### src/rtl/alarm_pkg.sv
// Shared encodings for the alarm ring controller.
// State codes and BCD field positions of the 24-bit time word.
package alarm_pkg;

  localparam logic [1:0] IDLE     = 2'd0;
  localparam logic [1:0] ARMED    = 2'd1;
  localparam logic [1:0] RINGING  = 2'd2;
  localparam logic [1:0] SNOOZING = 2'd3;

  localparam int HR_MSB  = 23;
  localparam int MIN_LSB = 8;
  localparam int SEC_MSB = 7;
  localparam int SEC_LSB = 0;

  localparam int CNT_W = 9;

  // Alarm seconds are ignored; clock must sit on :00.
  function automatic logic time_match(
    input logic [23:0] ct,
    input logic [23:0] at
  );
    return (ct[HR_MSB:MIN_LSB] == at[HR_MSB:MIN_LSB])
        && (ct[SEC_MSB:SEC_LSB] == 8'h00);
  endfunction

endpackage

### src/rtl/alarm_match.sv
// Time/alarm comparator with rising-edge detect.
// The history register runs in every state.
module alarm_match
  import alarm_pkg::*;
(
  input  logic        clk,
  input  logic        rst,
  input  logic [23:0] clock_time,
  input  logic [23:0] alarm_time,
  output logic        match_rise
);

  logic match;
  logic match_q;

  assign match = time_match(clock_time, alarm_time);

  always_ff @(posedge clk or negedge rst) begin
    if (!rst) begin
      match_q <= 1'b0;
    end else begin
      match_q <= match;
    end
  end

  assign match_rise = match & ~match_q;

endmodule

### src/rtl/alarm_ring_controller.sv
// Alarm ring/snooze/dismiss sequencer driving the speaker gate.
// Advanced by the second tick and debounced button pulses.
module alarm_ring_controller
  import alarm_pkg::*;
#(
  parameter int unsigned RING_TIMEOUT_S = 60,
  parameter int unsigned SNOOZE_S       = 300
) (
  input  logic        clk,
  input  logic        rst,
  input  logic        enable,
  input  logic        sec_tick,
  input  logic [23:0] clock_time,
  input  logic [23:0] alarm_time,
  input  logic        snooze,
  input  logic        dismiss,
  output logic        play,
  output logic [1:0]  state
);

  localparam logic [CNT_W-1:0] RING_LAST =
    CNT_W'(RING_TIMEOUT_S - 1);
  localparam logic [CNT_W-1:0] SNZ_LOAD =
    CNT_W'(SNOOZE_S - 1);

  logic             match_rise;
  logic [CNT_W-1:0] ring_cnt;
  logic [CNT_W-1:0] snz_cnt;

  alarm_match u_match (
    .clk        (clk),
    .rst        (rst),
    .clock_time (clock_time),
    .alarm_time (alarm_time),
    .match_rise (match_rise)
  );

  // play is registered alongside state so it equals (state == RINGING).
  always_ff @(posedge clk or negedge rst) begin
    if (!rst) begin
      state    <= IDLE;
      play     <= 1'b0;
      ring_cnt <= '0;
      snz_cnt  <= '0;
    end else if (!enable) begin
      state <= IDLE;
      play  <= 1'b0;
    end else begin
      unique case (state)
        IDLE: begin
          state <= ARMED;
          play  <= 1'b0;
        end
        ARMED: begin
          if (match_rise) begin
            state    <= RINGING;
            play     <= 1'b1;
            ring_cnt <= '0;
          end
        end
        RINGING: begin
          if (dismiss) begin
            state <= ARMED;
            play  <= 1'b0;
          end else if (snooze) begin
            state   <= SNOOZING;
            play    <= 1'b0;
            snz_cnt <= SNZ_LOAD;
          end else if (sec_tick) begin
            if (ring_cnt == RING_LAST) begin
              state <= ARMED;
              play  <= 1'b0;
            end else begin
              ring_cnt <= ring_cnt + 1'b1;
            end
          end
        end
        SNOOZING: begin
          if (dismiss) begin
            state <= ARMED;
            play  <= 1'b0;
          end else if (sec_tick) begin
            if (snz_cnt == '0) begin
              state    <= RINGING;
              play     <= 1'b1;
              ring_cnt <= '0;
            end else begin
              snz_cnt <= snz_cnt - 1'b1;
            end
          end
        end
        default: begin
          state <= IDLE;
          play  <= 1'b0;
        end
      endcase
    end
  end

endmodule
### config.mk
export PLATFORM = sky130hd
export DESIGN_NAME = alarm_ring_controller
export DESIGN_NICKNAME = d
export VERILOG_FILES = /design/src/rtl/alarm_pkg.sv /design/src/rtl/alarm_match.sv /design/src/rtl/alarm_ring_controller.sv
export SDC_FILE = /design/constraint.sdc
export NUM_CORES = 1
export LEC_CHECK = 0
export ABC_AREA = 1
export CORE_AREA = 2 2 71 73
export CTS_CLUSTER_SIZE = 8
export DETAILED_ROUTE_END_ITERATION = 12
export DIE_AREA = 0 0 73 75
export GPL_ROUTABILITY_DRIVEN = 0
export GPL_TIMING_DRIVEN = 0
export PLACE_DENSITY_LB_ADDON = 0.2
export SLEW_MARGIN = 40
export SYNTH_ARGS = -nofsm -noshare
export SYNTH_HDL_FRONTEND = slang
export SYNTH_SLANG_ARGS = --single-unit
### constraint.sdc
create_clock -name clk -period 4.4 [get_ports clk]
set_input_delay 0.88 -clock clk [delete_from_list [all_inputs] [get_ports clk]]
set_output_delay 0.88 -clock clk [all_outputs]
set_load 0.01 [all_outputs]
### Yosys cells after proc, flatten, opt, wreduce, memory -nomap -nowiden

Index checks and enable logic that the tools add are counted.

| cells by class | value |
|---|---|
| reduce and logical (&&, ||, !) cells | 9 |
| bitwise operators | 2 |
| equality and inequality tests | 20 |
| mux-type cells | 35 |
| $add $sub $neg | 2 |

Operator list:

| operator | number |
|---|---|
| 9-bit two-way mux | 13 |
| 9-bit case mux with 3 select lines | 1 |
| 2-bit != test, second input constant | 10 |
| 2-bit two-way mux | 9 |
| 9-bit case mux with 2 select lines | 1 |
| 16-bit == test | 1 |
| 5-bit != test, second input constant | 2 |
| 10-bit AND reduction | 1 |
| 9-bit by 1-bit adder with 9-bit output, second input constant | 1 |
| 9-bit by 6-bit == test with 1-bit output, second input constant | 1 |
| 9-bit zero test | 1 |
| 1-bit two-way mux | 9 |
| 9-bit by 1-bit subtractor with 9-bit output, second input constant | 1 |
| 8-bit zero test | 1 |
| 4-bit != test, second input constant | 2 |
| 2-bit case mux with 4 select lines | 1 |
| 7-bit AND reduction | 1 |
| 5-bit AND reduction | 1 |
| 2-bit == test, second input constant | 2 |
| 1-bit case mux with 4 select lines | 1 |
| 3-bit != test, second input constant | 1 |
| 3-bit nonzero test | 1 |
| 2-bit by 1-bit == test with 1-bit output, second input constant | 1 |
| 2-bit zero test | 1 |
| 4 further kinds | 4 |

| word-level totals | value |
|---|---|
| flip-flop bits (word level) | 22 |
| output and inout port bits | 3 |
| logic and storage cells | 73 |

### Longest topological paths before layout

Gate-level depths: netlist of run 1.

| depth | value |
|---|---|
| depth in word-level cells | 7 |
| depth in mapped cells | 12 |

### Hierarchy

A second synthesis of run 1 with hierarchy kept.

| second synthesis, totals | value |
|---|---|
| cell total of the unflattened synthesis | 269 |
| area total of the unflattened synthesis | 1672.9 um^2 |

By module, submodules not included:

| module | instances | cells an instance | area each (um^2) | sequential area each (um^2) |
|---|---|---|---|---|
| alarm_ring_controller | 1 | 190 | 1312.5 | 525.5 |
| alarm_match | 1 | 79 | 360.3 | 25.0 |

### Worst setup path after synthesis of run 1

OpenSTA, ideal clock, no wires.

| timing path | value |
|---|---|
| path type | in2reg |
| start point | input port clock_time[1] |
| end point | register ring_cnt[7] |
| arrival time | 1.820 ns |
| setup slack | 2.462 ns |
| stages | 11 |
| required time | 4.282 ns |
| buffers on the path | 1 |
| path through | nor2_1 -> nand2_1 -> nor2_1 -> nand2_1 -> nor2_1 -> nand4_1 -> nand2_2 -> nand2_4 -> buf_6 -> nand2_2 -> o21ai_2 |

| between the ends | value |
|---|---|
| longest elaborated chain between the ends | 5 |

RTL lines:

| item | RTL line | source |
|---|---|---|
| from (decl) | alarm_ring_controller.sv:13 | `input logic [23:0] clock_time,` |
| 8-bit zero test | alarm_pkg.sv:23 | `&& (ct[SEC_MSB:SEC_LSB] == 8'h00);` |
| 1-bit logical AND | alarm_pkg.sv:23 |  |
| 1-bit AND | alarm_match.sv:26 | `assign match_rise = match & ~match_q;` |
| 2-bit != test (no line) | n/a |  |
| 10-bit AND reduction (no line) | n/a |  |
| to (signal assigned) | alarm_ring_controller.sv:74 | `ring_cnt <= ring_cnt + 1'b1;` |
| to (decl) | alarm_ring_controller.sv:27 | `logic [CNT_W-1:0] ring_cnt;` |

No other way between the ends.
A chain may end at the register's enable or synchronous reset.

### Final worst setup path of run 1

| timing path | value |
|---|---|
| start point | input port alarm_time[8] |
| end point | register ring_cnt[7] |

| between the ends | value |
|---|---|
| longest elaborated chain between the ends | 5 |

RTL lines:

| item | RTL line | source |
|---|---|---|
| from (decl) | alarm_ring_controller.sv:14 | `input logic [23:0] alarm_time,` |
| 16-bit == test | alarm_pkg.sv:22 | `return (ct[HR_MSB:MIN_LSB] == at[HR_MSB:MIN_LSB])` |
| 1-bit logical AND | alarm_pkg.sv:23 |  |
| 1-bit AND | alarm_match.sv:26 |  |
| 2-bit != test (no line) | n/a |  |
| 10-bit AND reduction (no line) | n/a |  |

No other way between the ends.

==> results.sh, run 1 <==
export IMPL_cts_buffer_depth=2
export IMPL_critPathKind="in -> reg"
export IMPL_netlist_area_leader_share=0.2993
export IMPL_maxSlewHeadroom=0.6566
export IMPL_port_buffers=48
export IMPL_critPathMaxStageDelay_ns=0.48
export IMPL_power_density_nw_per_um2=336.5
export IMPL_fmax_mhz=432.2
export IMPL_ff2ff_path_depth=12
export IMPL_ctsRootBufferMaster="clkbuf_8"
export IMPL_layout_commonest_cell="nand2_1"
export IMPL_highest_layer="met4"
export IMPL_dr_pass1_iters=4
export IMPL_synth_area_leader_cell="dfrtp_1"
export IMPL_skew_ns=0.007777
export IMPL_maxCapViolCount=0
export IMPL_grt_pass1_wl_um=6906
export IMPL_setup_viol=0
export IMPL_p_switching_mw=0.3070
export IMPL_ys_seq_area_frac=0.2993
export IMPL_slowest_stage="clkdlybuf4s50_1"
export IMPL_met1_length_um=1777
export IMPL_swShare=0.3719
export IMPL_antenna_cells=0
export IMPL_yosysUniqueCellTypes=33
export IMPL_numCtsBuffers=3
export IMPL_cp_common_cell="nand2_1"
export IMPL_drive_gt1_frac=0.1698
export IMPL_cts_tree="done"
export IMPL_clkLatencyLatePin_ns=0.27
export IMPL_holdCritStartpoint="snz_cnt[7]"
export IMPL_r2r_slack_ns=2.66
export IMPL_overflow=0
export IMPL_grtUsageTotal=0.1592
export IMPL_htree_levels=1
export IMPL_min_period_ns=2.314
export IMPL_fin_crit_sh=0.5258
export IMPL_min_to="snz_cnt[7]"
export IMPL_syn_num_nets=323
export IMPL_wl_met2_um=1794
export IMPL_routed_wl_um=3753
export IMPL_syn_area_per_cell_um2=6.915
export IMPL_tns_ns=0
export IMPL_crit_path_end_kind="flop"
export IMPL_rr_startpoint="snz_cnt[0]"
export IMPL_finalPower_mw=0.8257
export IMPL_first_iter_violations=42
export IMPL_ys_seq_elements=22
export IMPL_cp_data_required_time_ns=4.57
export IMPL_routedWlPerCell_um=10.09
export IMPL_fp_dieW_um=73
export IMPL_vdd_drop_max_mv=0.1844
export IMPL_rr_endpoint="ring_cnt[7]"
export IMPL_drcViolationCount=0
export IMPL_clkPwrFrac=0.234
export IMPL_clock_sinks=22
export IMPL_hold_viol=0
export IMPL_seqPwrFrac=0.329
export IMPL_p_int_mw=0.5186
export IMPL_synth_area_top_cells="dfrtp_1 (30%), nand2_1 (14%), inv_1 (9.2%)"
export IMPL_cts_hold_buffers=0
export IMPL_cp_cell_sequence="clkdlybuf4s50_1 -> inv_1 -> nand2_1 -> nand2_1 -> nor2_1 -> nand2_1 -> nor2_1 -> nand4_1 -> nand2_2 -> nand2_4 -> buf_6 -> nand2_2 -> o21ai_2"
export IMPL_dr_total_vias=1722
export IMPL_path_clk_slew_ns=0.09
export IMPL_row_count=25
export IMPL_synth_warnings=0
export IMPL_hold_depth=2
export IMPL_layout_area_overhead_vs_synth_pct=33.40
export IMPL_whs_ns=0.4947
export IMPL_crit_arrival_ns=2.49
export IMPL_num_io_pins=57
export IMPL_drv_slew=0
export IMPL_dpl_hpwl_um=3067
export IMPL_tightest_slew_ns=0.5150
export IMPL_die_area_um2=5475
export IMPL_p_leak_nw=1.158
export IMPL_final_cell_mix="nand2_1 (68), clkdlybuf4s50_1 (47), inv_1 (45)"
export IMPL_hold_class="reg -> reg"
export IMPL_ant_nets=0
export IMPL_mappedNetlistArea_um2=1839
export IMPL_cts_resized=0
export IMPL_start_util=0.3946
export IMPL_power_frac_comb=0.437
export IMPL_grt_pass1_vias=1633
export IMPL_critPathMaxFanout=10
export IMPL_rsz0062_at_grt="no"
export IMPL_post_cts_buffers=0
export IMPL_start_kind="input pin"
export IMPL_grt_max_degree=23
export IMPL_synthCells=266
export IMPL_core_um2=4661
export IMPL_wl_met3_um=141
export IMPL_status="completed"
export IMPL_die_h_um=75
export IMPL_antenna_found_initial=0
export IMPL_viasPerCell=4.629
export IMPL_layout_nets=376
-- cells by family (layout without fill, tap and decap cells) --
group	after synthesis	count (layout)	synth area share
XOR/XNOR	10	10	0.04762
adder cells (fa/ha/maj)	3	3	0.02041
AO/OA/AOI/OAI	31	31	0.1265
buffers and inverters	53	105	0.1184
flip-flops	22	22	0.2993
AND/OR/NAND/NOR	147	147	0.3877
-- worst max-delay path, delay by kind of cell --
kind	cells	cell delay (ns)
AO/OA/AOI/OAI	1	0.04
buffers and inverters	3	0.69
AND/OR/NAND/NOR	9	0.86
-- registers in the layout (all words and copies together) (netlist names) --
name,count
ring_cnt,9
snz_cnt,9
state,2
play,1
u_match.match_q,1
-- per-layer routing --
metal | global-route usage | vias up
met1 | 0.1912 | 755
met3 | 0.03882 | 6
li1 | - | 938
met2 | 0.2863 | 23
met4 | 0.03909 | 0
met5 | 0 | -
-- power by group through the flow --
stage          Combinational, mW  Sequential (mW)  Clock (mW)
3_3_place_gp               0.361            0.276           0
5_1_grt                    0.407            0.278       0.209
6_report                   0.361            0.272       0.193
3_5_place_dp               0.364            0.277           0
2_1_floorplan              0.257            0.273           0
4_1_cts                    0.367            0.272       0.201
-- cell usage after synthesis, drive strengths merged --
library cell / number
nand2: 76
inv: 50
nor2: 34
o21ai: 23
dfrtp: 22
nand3: 20
xor2: 6
nand4: 5
or2: 5
xnor2: 4
a21oi: 3
ha: 3
nor3: 3
o31ai: 3
a31oi: 2
buf: 2
nand3b: 2
and3: 1
clkinv: 1
nor3b: 1
-- per-stage QoR --
stage	std cells	setup slack, ns	util	instance area (um2)
floorplan	266	2.462	-	1839
global placement	368	1.791	0.5122	2387
detailed placement	368	1.760	0.5111	2382
CTS	372	2.058	0.5264	2454
global route	372	1.928	0.5264	2454
finish	372	2.086	0.5264	2454
-- worst max-delay path by stage --
stage / from / to / slack [ns] / cells after the start
final: alarm_time[8] / ring_cnt[7] / 2.09 / 13
after global routing: clock_time[23] / ring_cnt[7] / 1.93 / 13
after CTS: clock_time[8] / ring_cnt[7] / 2.06 / 13
after detailed placement: clock_time[8] / ring_cnt[7] / 1.76 / 13
after global placement: alarm_time[8] / ring_cnt[7] / 1.79 / 13
after floorplan: clock_time[1] / ring_cnt[7] / 2.46 / 11
-- final cells by class --
type	instances	area, um2
Fill cell	454	2207
Multi-Input combinational cell	191	1071
Sequential cell	22	550.5
Timing Repair Buffer	48	475.5
Inverter	51	195.2
Tap cell	54	67.56
Clock buffer	3	41.29
Clock inverter	1	30.03
Buffer	2	22.52
(Power assumes the default switching activity.)
==> inputs of run 2 (changes only) <==
Clock period 4.4 ns to 1.9 ns, I/O delays scaled along.
==> results.sh, run 2 (synthesized netlist as in run 1, its figures left out) <==
export IMPL_ant_nets=0
export IMPL_ff2ff_path_depth=12
export IMPL_htree_levels=1
export IMPL_hold_class="in -> async"
export IMPL_skew_ns=0.006931
export IMPL_layout_nets=380
export IMPL_port_buffers=48
export IMPL_dr_pass1_iters=4
export IMPL_overflow=0
export IMPL_critical_path_endpoint="ring_cnt[7]"
export IMPL_tightest_slew_ns=0.5183
export IMPL_start_kind="input pin"
export IMPL_path_clk_slew_ns=0.09
export IMPL_finalCoreUtilization=0.5409
export IMPL_antenna_found_initial=0
export IMPL_placed_cells=368
export IMPL_drv_slew=0
export IMPL_critPathMaxFanout=6
export IMPL_crit_arrival_ns=1.94
export IMPL_die_area_um2=5475
export IMPL_maxSlewHeadroom=0.6545
export IMPL_fin_ws_ns=0.1315
export IMPL_clock_sinks=22
export IMPL_rr_startpoint="snz_cnt[0]"
export IMPL_row_count=25
export IMPL_rr_endpoint="ring_cnt[7]"
export IMPL_maxCapViolCount=0
export IMPL_top_regs="ring_cnt x9, snz_cnt x9, state x2"
export IMPL_grt_pass1_wl_um=6906
export IMPL_whs_ns=0.06890
export IMPL_num_io_pins=57
export IMPL_grt_max_degree=23
export IMPL_post_place_ws_ns=-0.2402
export IMPL_cts_tree="done"
export IMPL_p_leak_nw=1.197
export IMPL_clkLatencyLatePin_ns=0.27
export IMPL_setup_viol=0
export IMPL_first_iter_violations=41
export IMPL_fin_cells=376
export IMPL_drive_gt1_frac=0.1863
export IMPL_antenna_cells=0
export IMPL_numCtsBuffers=3
export IMPL_routedWlPerCell_um=10.38
export IMPL_cp_data_required_time_ns=2.07
export IMPL_crit_path_end_kind="flop"
export IMPL_final_cell_mix="nand2_1 (68), clkdlybuf4s50_1 (46), inv_1 (45)"
export IMPL_status="completed"
export IMPL_dr_total_vias=1745
export IMPL_power_density_nw_per_um2=785.3
export IMPL_ctsRootBufferMaster="clkbuf_8"
export IMPL_r2r_slack_ns=0.19
export IMPL_core_um2=4661
export IMPL_fp_dieW_um=73
export IMPL_cts_buffer_depth=2
export IMPL_layout_commonest_cell="nand2_1"
export IMPL_grt_pass1_vias=1633
export IMPL_drcViolationCount=0
export IMPL_start_util=0.3946
export IMPL_vdd_drop_max_mv=0.4639
export IMPL_hold_viol=0
export IMPL_viasPerCell=4.641
export IMPL_grtUsageTotal=0.1592
export IMPL_min_period_ns=1.769
export IMPL_crit_start="alarm_time[8]"
export IMPL_layout_area_overhead_vs_synth_pct=37.07
export IMPL_die_h_um=75
export IMPL_critPathKind="in -> reg"
export IMPL_finalPower_mw=1.980
export IMPL_routed_wl_um=3904
export IMPL_fin_crit_sh=0.9308
export IMPL_fmax_mhz=565.4
export IMPL_dpl_hpwl_um=3067
## run 2: per-layer routing
| metal | GRT usage | vias to the layer above | share of wire |
|---|---|---|---|
| met5 | 0 | - | 0 |
| met4 | 0.03909 | 0 | 0.010 |
| met3 | 0.03882 | 6 | 0.039 |
| met2 | 0.2863 | 27 | 0.49 |
| met1 | 0.1912 | 764 | 0.46 |
| li1 | - | 948 | - |
## run 2: area by class of cell
| type | instances | area [um2] |
|---|---|---|
| Timing Repair Buffer | 51 | 518.0 |
| Sequential cell | 22 | 550.5 |
| Clock buffer | 3 | 41.29 |
| Clock inverter | 1 | 30.03 |
| Tap cell | 54 | 67.56 |
| Fill cell | 450 | 2140 |
| Multi-Input combinational cell | 192 | 1087 |
| Buffer | 2 | 31.28 |
| Inverter | 51 | 195.2 |
## run 2: metrics by stage
step                       TNS [ns]  area [um2]
after global placement       -1.536        2387
after detailed placement     -1.784        2382
after CTS                         0        2454
after global routing      -0.005717        2521
final                             0        2521
after floorplan                   0        1839
## run 2: worst min path at each step
| stage | slack, ns | end |
|---|---|---|
| after floorplan | 0.08 | play |
| after global placement | 0.47 | snz_cnt[7] |
| after detailed placement | 0.39 | snz_cnt[7] |
| after CTS | 0.09 | snz_cnt[7] |
| after global routing | 0.10 | snz_cnt[7] |
| final | 0.07 | snz_cnt[7] |
## run 2: worst max-delay path, cell delays in order
cell,delay [ns]
clkdlybuf4s50_1,0.48
inv_1,0.04
nand2_1,0.05
nand2_1,0.05
nor2_1,0.10
nand2_1,0.08
nor2_2,0.11
nand4_1,0.14
nand2_2,0.16
nand2_4,0.11
buf_12,0.15
nand2_2,0.05
o21ai_2,0.04
## run 2: what timing repair did
item                                    4_1_cts  5_1_grt
hold buffers                                  0        0
endpoints found under the setup margin        0        9
setup buffers                                 0        2
resized for setup                             0        6
## run 2: where the power goes
part	total, mW	internal (mW)	switching [mW]
Sequential	0.629	0.555	0.0741
Combinational	0.904	0.410	0.494
Clock	0.447	0.282	0.165
